**src/rtl/if_fetch_pkg.sv**
```systemverilog
// rtl/if_fetch_pkg.sv - shared types and constants for the instruction-fetch stage
package if_fetch_pkg;

  typedef enum logic [1:0] {
    S_REQ  = 2'd0,
    S_WAIT = 2'd1,
    S_HOLD = 2'd2,
    S_DROP = 2'd3
  } fetch_state_e;

  localparam logic [63:0] RESET_PC_DEFAULT = 64'h8000_0000;

endpackage

```
**src/rtl/if_fetch.sv**
```systemverilog
// rtl/if_fetch.sv - instruction-fetch stage: PC, one-outstanding imem fetch, output and skid entries
module if_fetch
  import if_fetch_pkg::*;
#(
  parameter int              XLEN     = 64,
  parameter int              INST_LEN = 32,
  parameter logic [XLEN-1:0] RESET_PC = XLEN'(RESET_PC_DEFAULT)
) (
  input  logic                clk,
  input  logic                rst,
  input  logic                stall_n,
  input  logic                redirect_valid,
  input  logic [XLEN-1:0]     redirect_pc,
  output logic                imem_req,
  output logic [XLEN-1:0]     imem_addr,
  input  logic                imem_gnt,
  input  logic                imem_rvalid,
  input  logic [INST_LEN-1:0] imem_rdata,
  output logic [XLEN-1:0]     pc_if_o,
  output logic [INST_LEN-1:0] instr_if_o,
  output logic                valid_if_o
);

  fetch_state_e        r_state;
  logic [XLEN-1:0]     r_pc;
  logic [XLEN-1:0]     r_pc_out;
  logic [INST_LEN-1:0] r_instr;
  logic                r_valid;
  logic [INST_LEN-1:0] r_skid;

  logic w_consume;
  logic w_room;

  assign w_consume = r_valid && stall_n;
  assign w_room    = !r_valid || w_consume;

  assign imem_req   = (r_state == S_REQ);
  assign imem_addr  = r_pc;
  assign pc_if_o    = r_pc_out;
  assign instr_if_o = r_instr;
  assign valid_if_o = r_valid;

  always_ff @(posedge clk) begin
    if (rst) begin
      r_state  <= S_REQ;
      r_pc     <= RESET_PC;
      r_pc_out <= '0;
      r_instr  <= '0;
      r_valid  <= 1'b0;
      r_skid   <= '0;
    end else if (redirect_valid) begin
      // A granted-but-unanswered fetch must be drained in DROP before refetching.
      r_pc    <= {redirect_pc[XLEN-1:2], 2'b00};
      r_valid <= 1'b0;
      r_instr <= '0;
      r_skid  <= '0;
      case (r_state)
        S_REQ:   r_state <= imem_gnt    ? S_DROP : S_REQ;
        S_WAIT:  r_state <= imem_rvalid ? S_REQ  : S_DROP;
        S_HOLD:  r_state <= S_REQ;
        S_DROP:  r_state <= imem_rvalid ? S_REQ  : S_DROP;
        default: r_state <= S_REQ;
      endcase
    end else begin
      if (w_consume) begin
        r_valid <= 1'b0;
        r_instr <= '0;
      end
      case (r_state)
        S_REQ: begin
          if (imem_gnt) r_state <= S_WAIT;
        end
        S_WAIT: begin
          if (imem_rvalid) begin
            if (w_room) begin
              r_pc_out <= r_pc;
              r_instr  <= imem_rdata;
              r_valid  <= 1'b1;
              r_pc     <= r_pc + XLEN'(4);
              r_state  <= S_REQ;
            end else begin
              r_skid  <= imem_rdata;
              r_state <= S_HOLD;
            end
          end
        end
        S_HOLD: begin
          if (w_room) begin
            r_pc_out <= r_pc;
            r_instr  <= r_skid;
            r_valid  <= 1'b1;
            r_pc     <= r_pc + XLEN'(4);
            r_state  <= S_REQ;
          end
        end
        S_DROP: begin
          if (imem_rvalid) r_state <= S_REQ;
        end
        default: r_state <= S_REQ;
      endcase
    end
  end

endmodule

```
**config.mk**
```make
export PLATFORM = sky130hd
export DESIGN_NAME = if_fetch
export DESIGN_NICKNAME = d
export VERILOG_FILES = /design/src/rtl/if_fetch_pkg.sv /design/src/rtl/if_fetch.sv
export SDC_FILE = /design/constraint.sdc
export NUM_CORES = 1
export LEC_CHECK = 0
export CAP_MARGIN = 40
export CORE_MARGIN = 2
export CORE_UTILIZATION = 40
export CTS_BUF_LIST = sky130_fd_sc_hd__clkbuf_8
export CTS_CLUSTER_SIZE = 25
export DETAILED_ROUTE_END_ITERATION = 10
export MAX_ROUTING_LAYER = met4
export PLACE_DENSITY = 0.75
export SYNTH_ARGS = -nofsm -noshare
export SYNTH_HDL_FRONTEND = slang
export SYNTH_SLANG_ARGS = --single-unit
```
**constraint.sdc**
```tcl
create_clock -name clk -period 2.4 [get_ports clk]
set_input_delay 0.48 -clock clk [delete_from_list [all_inputs] [get_ports clk]]
set_output_delay 0.48 -clock clk [all_outputs]
set_load 0.05 [all_outputs]
```
# [Yosys cells after proc, flatten, opt, wreduce, memory -nomap -nowiden]
# Cells that the tools add are included.
[totals] ff_bits=195 in_bits=102
[op_classes] addsub=1 n_eq_ne=8 n_mux=26 bitwise_logic=2 reduce_logical=13
[ops] operator="$mux 64" count=5
[ops] operator="$pmux 64 s2" count=2
[ops] operator="$mux 32" count=4
[ops] operator="$add 64x3->64 const B" count=1
[ops] operator="$pmux 32 s2" count=1
[ops] operator="$mux 2" count=8
[ops] operator="$ne 3x3->1 const B" count=3
[ops] operator="$pmux 2 s4" count=1
[ops] operator="$pmux 2 s3" count=1
[ops] operator="$reduce_and 3->1" count=2
[ops] operator="$eq 2x2->1 const B" count=2
[ops] operator="$reduce_and 2->1" count=2
[ops] operator="$reduce_and 4->1" count=1
[ops] operator="$reduce_or 2->1" count=2
[ops] operator="$mux 1" count=3
[ops] operator="$ne 3x2->1 const B" count=1
[ops] operator="$reduce_bool 3->1" count=1
[ops] operator="$eq 2x1->1 const B" count=1
[ops] operator="$logic_not 2->1" count=1
[ops] operator="$ne 2x2->1 const B" count=1
[ops] operator="$not 1->1" count=2
[ops] operator="$pmux 1 s2" count=1
[ops] operator="$reduce_bool 2->1" count=1
[ops] operator="$logic_and 1x1->1" count=1
[ops] operator="2 further kinds" count=2

# [Depth between registers and ports, before layout]
# Gate-level depths: netlist of run 1.
[logic_depth] word_depth=6 mapped_depth=9 depth_no_buf=7

# [Worst setup path before layout of run 1]
# Ideal clock, no wire load.
[synth_timing] kind="flip-flop to flip-flop" startpoint="reg r_pc[9] (netlist: imem_addr[9])" endpoint="reg r_pc[61] (netlist: imem_addr[61])" setup_ns=0.139 arrival_ns=2.791 required_time_ns=2.261 path_slack_ns=-0.530 path_stages_with_launch=9 n_path_buf=3 synth_period_minus_slack_ns=2.930 cell_sequence="dfxtp_1 nand4_2 or4b_4 buf_6 or4_4 buf_6 buf_2 nor4_1 a2111oi_2"
[synth_via] elab_chain_cells=5
[synth_lines] element="start: declaration" line="if_fetch.sv:25" rtl="logic [XLEN-1:0] r_pc;"
[synth_lines] element="start signal: assignment" line="if_fetch.sv:53" rtl="r_pc <= {redirect_pc[XLEN-1:2], 2'b00};"
[synth_lines] element="start signal: assignment" line="if_fetch.sv:79" rtl="r_pc <= r_pc + XLEN'(4);"
[synth_lines] element="start signal: assignment" line="if_fetch.sv:92" rtl="r_pc <= r_pc + XLEN'(4);"
[synth_lines] element="$add 64x3->64 (*)" line="if_fetch.sv:79, if_fetch.sv:92"
[synth_lines] element="$mux 64 (*)" line="if_fetch.sv:75, if_fetch.sv:88"
[synth_lines] element="$mux 64" line="if_fetch.sv:74" rtl="if (imem_rvalid) begin"
[synth_lines] element="$pmux 64 s2 (*)" line="if_fetch.sv:69" rtl="case (r_state)"
[synth_lines] element="$mux 64 (*)" line="if_fetch.sv:51" rtl="end else if (redirect_valid) begin"
# Mark *: on every way between the ends. The rest lies on a longest branch, timed or not. The select of a mux whose other input is x is not followed.
# A chain may end at the register's enable or synchronous reset.

# [Worst setup path after layout of run 1]
[layout_timing] startpoint="reg r_state[0]" endpoint="reg r_pc[49] (netlist: imem_addr[49])"
[layout_via] elab_chain_cells=3 word_cells_on_any_way=7
[layout_lines] element="start: declaration" line="if_fetch.sv:24" rtl="fetch_state_e r_state;"
[layout_lines] element="start signal: assignment" line="if_fetch.sv:58" rtl="S_REQ: r_state <= imem_gnt ? S_DROP : S_REQ;"
[layout_lines] element="start signal: assignment" line="if_fetch.sv:59" rtl="S_WAIT: r_state <= imem_rvalid ? S_REQ : S_DROP;"
[layout_lines] element="start signal: assignment" line="if_fetch.sv:61" rtl="S_DROP: r_state <= imem_rvalid ? S_REQ : S_DROP;"
[layout_lines] element="$eq 2x2->1 / $eq 2x1->1 (equally long branches)" line="if_fetch.sv:69"
[layout_lines] element="$pmux 64 s2 (tied with other cells)" line="if_fetch.sv:69"
[layout_lines] element="$mux 64 / $reduce_and 2->1 (equally long branches)"
# Several ways; a longest one is shown, not always the timed one.

==> impl_metrics.ini, run 1 <==
[run_status]
status = completed

[setup_path]
cp-startpoint = r_state[0]
cp_data_required_time_ps = 2730
rrSetupSlack_ps = 50
endpoint_kind = flip-flop
cp_max_fo = 6
crit_chain = inv_1 -> ha_1 -> mux2_4 -> nand4_1 -> or4_4 -> buf_4 -> nor4b_4 -> a2111oi_1
critPathSlowestCell = or4_4
timing.critical_path.slowest_cell_delay_ps = 650
start_kind = flip-flop
path_class = reg -> reg
arrival_ps = 2680
timing.rr.start = r_state[0]
critical-path-top-delay-family = simple AND/OR/NAND/NOR gates
path_buf_inv = 2

[clock_tree]
htree_levels = 4
clock-sinks = 191
clk_path_buf_depth = 2
clk_transition_reported_paths_ps = 110
cts_tree = done
cts_hold_buf = 0
numCtsBuffers = 17
insertion_delay_ps = 480
root_buffer = clkbuf_8

[logic_synthesis]
async_flop_share_pct = 0
synth_ff_type = dfxtp_1
syn_area_um2 = 9330
synth-seq-area-share_pct = 41.0
yosys_warnings = 0
syn_avg_cell_area_um2 = 7.71
synth_cell_types = 54
synth_edf_count = 0
syn_inst = 1210
ys_seq_elements = 191

[sta]
maxSlewViolCount = 0
finalCriticalPeriod_ps = 2350
rsz0062_at_grt = true
max-slew-margin-rel_pct = 49.7
tightest_slew_ps = 754
fin_worst_skew_ps = 16.0
post-route-period-util_pct = 97.9
setup_viol = 0
setup_ws_ps = 50.5
hold_viol = 0
timing.fmax_mhz = 426

[drt]
dr.pass1.iters = 6
drtIter0Drc = 800
post-route-drc-count = 0
ant_nets = 0
wl_per_cell_um = 17.6
vias = 10100
wl_um = 31700
vias_per_cell = 5.57

[place]
port_buffers = 257
dp_worst_setup_slack_ps = -367
place_congestion = 0.869
dpl-instance-area_um2 = 12800
dp_hpwl_um = 21500

[pwr]
p_total_mw = 7.65
total_leakage_power_nw = 4.42
p_per_area_nw_per_um2 = 576
irDropWorstVdd_v = 0.000328

[die]
die_h_um = 157
start_util_pct = 41.0
core_um2 = 22800
io_pins = 264
fp.dieArea_um2 = 24600
num_rows = 55
die_x_um = 157

[final_layout]
drive_gt1_share_pct = 12.7
final_cell_mix = nand2_1 (262), clkdlybuf4s50_1 (248), dfxtp_1 (159)
area_delta_synth_final_pct = 42.2
final_area_um2 = 13300
final_common_cell = nand2_1
nets = 1587
num-fill-cells = 2052
final_core_util_pct = 58.3

[worst_hold_path]
min-delay-path-class = reg -> reg
min_from = pc_if_o[12]

[flow_run]
max_cap_viol_count = 0

[grt]
grt_max_degree = 131
grt_overflow_total = 0
grt_pass1_vias = 9499
grt_pass1_wl_um = 49400
grt_util_all_layers_pct = 25.8
antenna_found_initial = 1
==> final cells by class <==
cell class | instances | area, um^2 | area share [%]
Clock inverter | 13 | 120 | 0.905
Clock buffer | 18 | 248 | 1.87
Multi-Input combinational cell | 900 | 5170 | 39.0
Inverter | 20 | 75.1 | 0.566
Tap cell | 313 | 392 | 2.95
Timing Repair Buffer | 349 | 3360 | 25.3
Sequential cell | 191 | 3910 | 29.5
Antenna cell | 1 | 2.50 | 0.0189
==> stage by stage <==
stage,hold WS (ps),instances,setup TNS [ps]
finish,458,1805,0
global placement,441,1772,-11890
detailed placement,446,1772,-16750
CTS,460,1804,0
global route,473,1805,-111
floorplan,436,1213,-590
==> what timing repair did <==
item,CTS,global route
cloned,1,0
endpoints found under the setup margin,2,19
gates resized for setup,5,17
setup buffers,0,0
pin swaps,5,4
==> logic make-up after synthesis <==
kind of cell	after synthesis	share of synthesized area [%]
adder cells (fa/ha/maj)	6	0.805
AND/OR/NAND/NOR	499	25.1
AO/OA/AOI/OAI	325	21.1
flip-flops	191	41.0
other	1	0.0402
multiplexers	35	3.78
XOR/XNOR	30	2.82
buffers and inverters	123	5.30
==> layer usage <==
layer	track usage (%)	part of all wire, %	wire (um)
met2	42.2	48	15300
met3	5.34	7.6	2420
met5	-	0	0
met4	7.69	1.8	558
met1	32.1	42	13500
==> final timing paths <==
check,end,cells past startpoint
max,imem_addr[49],8
max reg2reg,imem_addr[49],8
min,pc_if_o[12],2
min reg2reg,pc_if_o[12],2
==> power breakdown <==
group	internal (mW)	total [mW]	switching [mW]
Combinational	0.760	2.07	1.31
Sequential	3.33	3.48	0.153
Clock	0.786	2.09	1.31
==> worst min-delay path: cells and delay by family, from the launching register on <==
family | cells | cell delay (ps)
AND/OR/NAND/NOR | 1 | 50
flip-flops | 1 | 320
AO/OA/AOI/OAI | 1 | 50
==> flip-flops by register name (all words and copies together), names as in the netlist <==
register,flops
r_skid,32
r_state,2
pc_if_o,62
instr_if_o,32
imem_addr,62
valid_if_o,1
==> cell usage after synthesis (3+ instances only) <==
master | count | area share (%)
mux2i_1 | 33 | 3.5
o31ai_1 | 5 | 0.40
a311oi_1 | 16 | 1.5
clkbuf_1 | 87 | 3.5
o211ai_1 | 7 | 0.56
dfxtp_1 | 191 | 41
inv_1 | 18 | 0.72
o21bai_1 | 4 | 0.32
nor2b_1 | 3 | 0.20
nand3_1 | 59 | 3.2
xnor2_1 | 24 | 2.3
and3_1 | 8 | 0.54
or4_1 | 9 | 0.72
o21ai_0 | 74 | 4.0
nor3_1 | 11 | 0.59
and4_1 | 14 | 1.3
nor3b_1 | 3 | 0.24
nor4b_1 | 10 | 0.94
or2_0 | 3 | 0.20
and2_1 | 5 | 0.34
or3_1 | 9 | 0.60
ha_1 | 6 | 0.80
a221oi_1 | 3 | 0.28
buf_1 | 8 | 0.32
xor2_1 | 6 | 0.56
nand2_1 | 262 | 11
buf_4 | 4 | 0.32
a21oi_1 | 136 | 7.3
or2_2 | 3 | 0.20
nor4_1 | 17 | 1.1
nand4_1 | 13 | 0.87
a211oi_1 | 61 | 4.9
nor2_1 | 61 | 2.5
a2111oi_0 | 9 | 0.84
a2111oi_1 | 3 | 0.32
No activity file was read; power rests on OpenSTA's default activity.
==> inputs of run 2 (changes only) <==
Settings changed: ABC_AREA from default to 1, CELL_PAD_IN_SITES_DETAIL_PLACEMENT from default to 1, CELL_PAD_IN_SITES_GLOBAL_PLACEMENT from default to 2, CORE_UTILIZATION 40 to 24, PLACE_DENSITY 0.75 to 0.8.
==> run 2 against run 1 <==
  * Maximum frequency up 2.0%
  * Non-clock buffer count shrank 57
  * Register-to-register slack improved by 360 ps
  * Largest cell class unchanged
  * First-iteration DRC count decreased by 28%
  * Critical path type is now reg -> out
  * Highest routed layer unchanged
==> impl_metrics.ini, run 2 <==
[run_status]
status = completed

[final_layout]
final_common_cell = nand2_1
area_delta_synth_final_pct = 34.3
final_cell_mix = nand2_1 (266), inv_1 (236), o21ai_0 (229)
final_area_um2 = 14100
num-fill-cells = 5445
nets = 1925
final_core_util_pct = 32.8
drive_gt1_share_pct = 8.14
finalNonFillerCells = 2419

[drt]
wl_per_cell_um = 18.0
drtIter0Drc = 579
wl_um = 43600
post-route-drc-count = 0
ant_nets = 0
vias = 11300
dr.pass1.iters = 5
vias_per_cell = 4.68

[sta]
finalSetupTns_ps = 0
rsz0062_at_grt = false
timing.fmax_mhz = 434
maxSlewViolCount = 0
finalCriticalPeriod_ps = 2300
post-route-period-util_pct = 96.0
fin_hold_ws_ps = 377
max-slew-margin-rel_pct = 54.3
tightest_slew_ps = 686
setup_ws_ps = 95.7
setup_viol = 0
fin_worst_skew_ps = 21.8
hold_viol = 0

[setup_path]
cp_data_required_time_ps = 1920
start_kind = flip-flop
arrival_ps = 1820
timing.critical_path.slowest_cell_delay_ps = 830
endpoint_kind = primary output
critical-path-top-delay-family = buffers and inverters
crit_chain = clkdlybuf4s50_1
cp_max_fo = 3
crit_cells = 1
path_buf_inv = 1
critPathSlowestCell = clkdlybuf4s50_1
path_class = reg -> out
worst_r2r_path_depth = 8

[pwr]
total_leakage_power_nw = 5.06
p_seq_share_pct = 39.2
pwr-share-comb_pct = 35.2
irDropWorstVdd_v = 0.000402
power.switching_mw = 4.01
p_clk_share_pct = 25.6
p_total_mw = 9.64
p_int_mw = 5.63
swShare_pct = 41.6
p_per_area_nw_per_um2 = 682

[logic_synthesis]
synthTopCellsByCount = nand2_1 (266), inv_1 (235), o21ai_0 (229)
synth_top_area_cell = dfxtp_1
synth_ff_type = dfxtp_1
synth_edf_count = 0
synthTopCellsByArea = dfxtp_1 (36%), o21ai_0 (11%), nand2_1 (9.5%), inv_1 (8.4%), a21oi_1 (7.9%)
synth_most_common_cell = nand2_1
synth-seq-area-share_pct = 36.3
syn_area_um2 = 10500
syn_avg_cell_area_um2 = 6.60
synth_cell_types = 39
yosys_warnings = 0
synth_top_area_share_pct = 36.3
async_flop_share_pct = 0
syn_inst = 1596
ys_seq_elements = 191

[place]
place_inst = 2383
dp_worst_setup_slack_ps = 148
place_congestion = 0.900
port_buffers = 257
dp_hpwl_um = 32200
dpl-instance-area_um2 = 13800

[grt]
grt_overflow_total = 0
grt_util_all_layers_pct = 19.8
grt_max_degree = 67
grt_pass1_vias = 11500
grt_pass1_wl_um = 66600
antenna_found_initial = 4

[die]
start_util_pct = 24.4
core_um2 = 43200
io_pins = 264
fp.dieArea_um2 = 45600
die_h_um = 213
die_x_um = 213
num_rows = 76

[worst_hold_path]
min-delay-path-class = in -> reg
min_path_cells = 6

[clock_tree]
htree_levels = 4
numCtsBuffers = 17
clk_path_buf_depth = 2
clock-sinks = 191
clk_transition_reported_paths_ps = 110
root_buffer = clkbuf_8
post_cts.repair.setup_buffers = 0
cts_tree = done
insertion_delay_ps = 580

[flow_run]
max_cap_viol_count = 0
-- run 2: cell count changes after synthesis, moves of 30 or more --
cell / previous run / this run
o21ai_0: 74 / 229
a211oi_1: 61 / 1
o211ai_1: 7 / 37
inv_1: 18 / 235
a31oi_1: 1 / 52
mux2i_1: 33 / 0
nor2_1: 61 / 132
a21oi_1: 136 / 167
-- run 2: worst paths after layout --
kind,startpoint,to,slack (ps)
worst min register to register,pc_if_o[15],pc_if_o[15],450
worst max register to register,imem_addr[35],imem_addr[60],410
worst max-delay path,instr_if_o[30],instr_if_o[30],100
worst min-delay path,rst,imem_addr[37],380
-- run 2: per-layer routing --
metal / vias up / routed length [um] / track usage (%)
li1: 5628 / - / -
met1: 5428 / 20600 / 24.8
met2: 208 / 20000 / 31.1
met3: 46 / 2010 / 5.20
met4: 0 / 954 / 6.27
met5: - / 0 / -
-- run 2: cell families (layout without fill, tap and decap cells) --
family	after synthesis	count (layout)	synth area share, %
other	1	8	0.0356
XOR/XNOR	22	22	1.83
AO/OA/AOI/OAI	507	507	25.7
AND/OR/NAND/NOR	528	528	22.5
buffers and inverters	341	572	12.9
adder cells (fa/ha/maj)	6	6	0.713
flip-flops	191	191	36.3
-- run 2: layout make-up --
cell class                 instances  area, um^2  area share (%)
multi-input combinational       1067        5380            38.0
sequential                       191        3820            27.0
timing repair buffer             292        2850            20.1
inverter                         248         933            6.60
tap                              585         732            5.17
clock buffer                      19         262            1.85
clock inverter                    13         163            1.15
antenna                            4        10.0          0.0707
-- run 2: power by group through the flow --
stage / registers [mW] / clock network (mW) / logic [mW]
3_5_place_dp: 3.86 / 0 / 3.47
4_1_cts: 3.79 / 2.59 / 3.44
2_1_floorplan: 4.88 / 0 / 1.13
3_3_place_gp: 3.85 / 0 / 3.41
5_1_grt: 3.84 / 2.68 / 3.66
6_report: 3.78 / 2.46 / 3.40
-- run 2: repair_timing --
item                       CTS  global route
setup endpoints to repair   55             2
cloned                       0             0
resized for setup           55             2
hold buffers                 0             0
pin swaps                    0             0
-- run 2: worst register-to-register path, delay by kind of cell, from the launching register on --
family,cells,cell delay (ps)
flip-flops,1,490
AO/OA/AOI/OAI,2,280
AND/OR/NAND/NOR,6,1150
